## config.mk

```make
export PLATFORM = sky130hd
export DESIGN_NAME = stream_narrow_framed
export DESIGN_NICKNAME = d
export VERILOG_FILES = /design/src/rtl/stream_narrow_framed.sv
export SDC_FILE = /design/constraint.sdc
export NUM_CORES = 2
export LEC_CHECK = 0
export CAP_MARGIN = 20
export CORE_ASPECT_RATIO = 0.5
export CORE_UTILIZATION = 45
export DETAILED_ROUTE_END_ITERATION = 8
export DONT_BUFFER_PORTS = 1
export GPL_TIMING_DRIVEN = 0
export PLACE_DENSITY = 0.61
export SLEW_MARGIN = 20
export SYNTH_ARGS = -nofsm -noshare
export SYNTH_HDL_FRONTEND = slang
export SYNTH_SLANG_ARGS = --single-unit
```

## constraint.sdc

```tcl
create_clock -name clk -period 4.3 [get_ports clk]
set_input_delay 0.645 -clock clk [delete_from_list [all_inputs] [get_ports clk]]
set_output_delay 0.645 -clock clk [all_outputs]
set_load 0.05 [all_outputs]
```

## src/rtl/stream_narrow_framed.sv

```systemverilog
// Frame-aware narrowing word FIFO: wide input beats in, narrow output beats out.
// A last input beat switches to draining, which ends the frame with a zero-padded, flagged beat.
module stream_narrow_framed #(
    parameter int WORD_W      = 8,
    parameter int IN_WORDS    = 32,
    parameter int OUT_WORDS   = 3,
    parameter int DEPTH_WORDS = 64
) (
    input  logic                             clk,
    input  logic                             rst,
    input  logic [IN_WORDS*WORD_W-1:0]       stream_in,
    input  logic                             stream_in_valid,
    output logic                             stream_in_ready,
    input  logic                             stream_in_last,
    input  logic [$clog2(IN_WORDS+1)-1:0]    stream_in_nwords,
    output logic [OUT_WORDS*WORD_W-1:0]      stream_out,
    output logic                             stream_out_valid,
    input  logic                             stream_out_ready,
    output logic                             stream_out_last,
    output logic [$clog2(OUT_WORDS+1)-1:0]   stream_out_nwords
);
    localparam int PW     = (DEPTH_WORDS > 1) ? $clog2(DEPTH_WORDS) : 1;
    localparam int LW     = $clog2(DEPTH_WORDS + 1);
    localparam int INW    = $clog2(IN_WORDS + 1);
    localparam int ONW    = $clog2(OUT_WORDS + 1);
    localparam int IXW    = (IN_WORDS > 1) ? $clog2(IN_WORDS) : 1;
    localparam int IN_PAD = 1 << IXW;

    localparam logic [LW-1:0]  OUT_L     = LW'(OUT_WORDS);
    localparam logic [LW-1:0]  IN_L      = LW'(IN_WORDS);
    localparam logic [LW-1:0]  RDY_MAX_L = LW'(DEPTH_WORDS - IN_WORDS);
    localparam logic [LW:0]    DEPTH_L   = (LW+1)'(DEPTH_WORDS);
    localparam logic [INW-1:0] IN_N      = INW'(IN_WORDS);

    typedef enum logic {FILL, DRAIN} state_t;

    state_t          state_q, state_d;
    logic [LW-1:0]   lvl_q, lvl_d;
    logic [PW-1:0]   wr_ptr_q, wr_ptr_d;
    logic [PW-1:0]   rd_ptr_q, rd_ptr_d;
    logic [WORD_W-1:0] mem [DEPTH_WORDS];
    logic [WORD_W-1:0] in_word [IN_PAD];
    logic [LW:0]     wr_off [DEPTH_WORDS];

    logic            fire_in, fire_out, last_c;
    logic [LW-1:0]   n_push, n_out;

    // Wrapping add for pointers; DEPTH_WORDS need not be a power of two.
    function automatic logic [PW-1:0] ptr_add(input logic [PW-1:0] p, input logic [LW-1:0] inc);
        logic [LW:0] s;
        s = (LW+1)'(p) + (LW+1)'(inc);
        if (s >= DEPTH_L) begin
            s = s - DEPTH_L;
        end
        return PW'(s);
    endfunction

    genvar gi;
    generate
        for (gi = 0; gi < IN_PAD; gi++) begin : g_in_word
            if (gi < IN_WORDS) begin : g_real
                assign in_word[gi] = stream_in[gi*WORD_W +: WORD_W];
            end else begin : g_pad
                assign in_word[gi] = '0;
            end
        end
    endgenerate

    always_comb begin
        stream_in_ready = !rst && (state_q == FILL) && (lvl_q <= RDY_MAX_L);
        fire_in         = stream_in_valid && stream_in_ready;
        n_push          = IN_L;
        if (stream_in_last) begin
            n_push = (stream_in_nwords > IN_N) ? IN_L : LW'(stream_in_nwords);
        end

        if (state_q == DRAIN) begin
            stream_out_valid = 1'b1;
            last_c           = (lvl_q <= OUT_L);
            n_out            = last_c ? lvl_q : OUT_L;
        end else begin
            stream_out_valid = (lvl_q >= OUT_L);
            last_c           = 1'b0;
            n_out            = OUT_L;
        end
        stream_out_last   = stream_out_valid && last_c;
        stream_out_nwords = stream_out_valid ? ONW'(n_out) : '0;
        fire_out          = stream_out_valid && stream_out_ready;

        lvl_d    = lvl_q + (fire_in ? n_push : '0) - (fire_out ? n_out : '0);
        wr_ptr_d = fire_in  ? ptr_add(wr_ptr_q, n_push) : wr_ptr_q;
        rd_ptr_d = fire_out ? ptr_add(rd_ptr_q, n_out)  : rd_ptr_q;
        state_d  = state_q;
        if (fire_in && stream_in_last) begin
            state_d = DRAIN;
        end
        if (fire_out && last_c) begin
            state_d = FILL;
            lvl_d   = '0;
        end
    end

    // Distance of each buffer slot from the write pointer selects which input word lands there.
    always_comb begin
        for (int j = 0; j < DEPTH_WORDS; j++) begin
            wr_off[j] = (LW+1)'(j) + DEPTH_L - (LW+1)'(wr_ptr_q);
            if (wr_off[j] >= DEPTH_L) begin
                wr_off[j] = wr_off[j] - DEPTH_L;
            end
        end
    end

    always_ff @(posedge clk) begin
        for (int j = 0; j < DEPTH_WORDS; j++) begin
            if (fire_in && (wr_off[j] < (LW+1)'(n_push))) begin
                mem[j] <= in_word[wr_off[j][IXW-1:0]];
            end
        end
    end

    generate
        for (gi = 0; gi < OUT_WORDS; gi++) begin : g_out
            logic [PW-1:0] rd_addr;
            assign rd_addr = ptr_add(rd_ptr_q, LW'(gi));
            assign stream_out[gi*WORD_W +: WORD_W] =
                (stream_out_valid && (LW'(gi) < n_out)) ? mem[rd_addr] : '0;
        end
    endgenerate

    always_ff @(posedge clk or posedge rst) begin
        if (rst) begin
            state_q  <= FILL;
            lvl_q    <= '0;
            wr_ptr_q <= '0;
            rd_ptr_q <= '0;
        end else begin
            state_q  <= state_d;
            lvl_q    <= lvl_d;
            wr_ptr_q <= wr_ptr_d;
            rd_ptr_q <= rd_ptr_d;
        end
    end
endmodule
```

==> impl_results.md <==
* Status: complete, but fails checks
* Failing checks: max-capacitance violations, max-slew violations, negative setup slack
* Initial antenna violation count at 28
* Worst Hold Path EP: state_q$_DFFE_PP0P_
* CTS tree: done
* CTS Buf Count at 55
* Wire per inst at between 50 and 60 µm
* Clk Latency, worst-skew pair at 680 ps
* Max-Cap Viols at 1
* Remaining DRCs at 0
* Worst hold stages at 2
* RSZ-0062 raised after global routing: true
* Clock Skew at between 30 and 40 ps
* Final Max Slew Viols at 1
* EDFF count, synth at 512
* Final Hold Fails at 0
* Final ANT Viol Nets at 0
* Core ar. at 105000 µm²
* Register area share after synthesis at about a third
* Slew @ Worst Pin at roughly 1500 ps
* Vias at around 44000
* Highest Clock Rate at 0.215 GHz
* Ys Warns at 0
* CTS Buffer Depth at 3
* FP Rows at between 80 and 90
* Die area at 108000 µm²
* Ys flop type: edfxtp_1
* Via density at between 8 and 9
* Global-route wire length before repair at between 300000 and 400000 µm
* CTS HTree Levels at 2
* Worst endpoint data arrival time at between 4000 and 5000 ps
* Clk sinks at about 530
* Number of global-route vias before repair at 37810
* Worst-path fanout max at 10
* Gr ovfl total at 0
* WL final at 305000 µm
* Worst EP required at ~4600 ps
* Area growth, synth to finish at 18.3%
* Area leader, netlist: mux4_2
* HP Class: input pin to flop
* I/O Pins at 296
* Fin crit share at 108%
* Initial DRT Pass Iterations at 7
* Synthesis-stage register bit count at 532
* Crit. End Element: flop
* Type of origin of the critical path: flop
* Port buffer count at 0
* Fill cells at 8746
* Tmin final at 4650 ps
* Count of cell types in the netlist at between 60 and 70
* Mapped cell area at 47900 µm²
* FF-to-FF Start: wr_ptr_q[1]$_DFFE_PP0P_
* Routability cong. at 1.17
* R2r endpoint: mem[55][1]$_DFFE_PP_
* Aggregate global-route resource usage at between 50% and 60%
* Nets at roughly 4200
* Post-DP HPWL at around 240000 µm
* Post-synth ARST share at approximately 3.8%
* Final setup margin at -351 ps
* Share of cells above drive strength 1 at between 40% and 50%
* Die X-Extent at between 400 and 500 µm
* Ranking of synthesized cells by area: mux4_2 (34%), edfxtp_1 (32%), mux2i_1 (9.2%)
* Setup violators final at 182
* Hold Startpoint: stream_in_last
* Die H at 233 µm
* Most numerous cell in the Yosys netlist: mux4_2
* Clock transition at path regs at around 70 ps
* R2R Setup Slk at -350 ps
* Reg2reg path depth at 8
* Largest net degree at the start of global routing at 38
* Root Buffer: clkbuf_16
* Mapped Cells at ~3500
* Top cell type's share of synthesized area at 34.0%
* Place WS at -1760 ps
* Worst slew margin relative to its limit at -1.98%
* Initial core utilization at 45.5%
* Syn_area_per_cell at around 14 µm²
* Commonest cells post-synth: mux4_2 (723), nand2_1 (627), edfxtp_1 (512)
* CP startpoint: wr_ptr_q[1]$_DFFE_PP0P_
* DRT iter0 DRCs at between 9000 and 10000
* WS Path Type: flop to flop
-- worst max path at each step --
stage / slack, ps / endpoint
detailed placement: -1760 / mem[29][3]$_DFFE_PP_
global route: -220 / mem[61][4]$_DFFE_PP_
global placement: -4520 / mem[16][2]$_DFFE_PP_
finish: -350 / mem[55][1]$_DFFE_PP_
CTS: -7 / stream_out[13]
floorplan: -150 / mem[16][0]$_DFFE_PP_
-- logic make-up (layout without fill, tap and decap cells) --
logic type	after synthesis	after routing	share of synthesized area (%)
mux	1234	1234	44.9
simple gates	728	728	6.09
flops	532	532	33.1
compound gates	408	408	5.47
buf+inv	388	658	4.02
fa+ha+maj	174	174	4.69
xor+xnor	75	75	1.68
other cells	2	50	0.0157
-- worst max-delay path: stages, from the launching register on --
cell,delay (ps)
dfrtp_2,480
clkbuf_2,290
clkbuf_1,680
clkbuf_1,710
mux4_2,410
nand2_1,70
nand2_1,240
o21ai_0,170
mux2i_1,1190
-- per-layer routing --
metal	part of all wire [%]	vias up	GRT usage [%]
li1	-	14795	-
met1	35	22243	67.0
met2	36	5310	68.7
met3	22	1150	44.2
met4	5.8	56	22.8
met5	1.4	-	23.2
-- area by class of cell --
cell class                      instances  area, µm²  share of cell area (%)
Antenna cell                           43        108                   0.190
Tap cell                             1419       1780                    3.13
Clock inverter                         35        347                   0.612
Sequential cell                       532      15900                    28.0
Timing Repair Buffer                  174       1860                    3.28
Inverter                              100        393                   0.693
Buffer                                282       2400                    4.23
Clock buffer                           67       1470                    2.60
Multi-Input combinational cell       2626      32400                    57.2
-- state kept, by name (all words and copies together), names as in the netlist --
name	count
mem	512
lvl_q	7
rd_ptr_q	6
wr_ptr_q	6
state_q	1
-- repair_timing --
action | in CTS | in global routing
setup buffers | 73 | 20
hold buffers | 0 | 1
resized for setup | 375 | 127
endpoints found under the hold margin | 0 | 20
endpoints found under the setup margin | 946 | 313
pin swaps | 62 | 33
-- cells in the final DEF (no fill, tap or decap), drive strengths merged, types with 9 or more instances in the layout --
master    n
a21o     66
mux2     71
nor3     10
a21oi    41
a211oi   76
o21ai   153
mux2i   439
clkbuf  146
nor2b    18
nor2     20
nand3    21
a32oi    11
clkinv   27
a311oi    9
edfxtp  512
mux4    724
a22oi    14
o22ai     9
buf     374
ha      165
and2     12
fa        9
xnor2    62
nand2   628
xor2     13
dfrtp    20
inv      99
diode    43
-- stage by stage --
stage	cells	TNS, ps	instance area [µm²]	hold WS [ps]	util (%)
3_3_place_gp	4965	-1893800	49700	676	47.2
6_report	5278	-16050	56700	184	53.8
5_1_grt	5248	-2330	56600	239	53.7
2_1_floorplan	3546	-2360	48000	609	-
4_1_cts	5216	-7.27	55800	168	53.0
3_5_place_dp	5045	-802810	51800	691	49.2
Power is left out: the tool's default activity adds up to more than one toggle a clock period on the data nets, which glitch-free logic cannot reach.
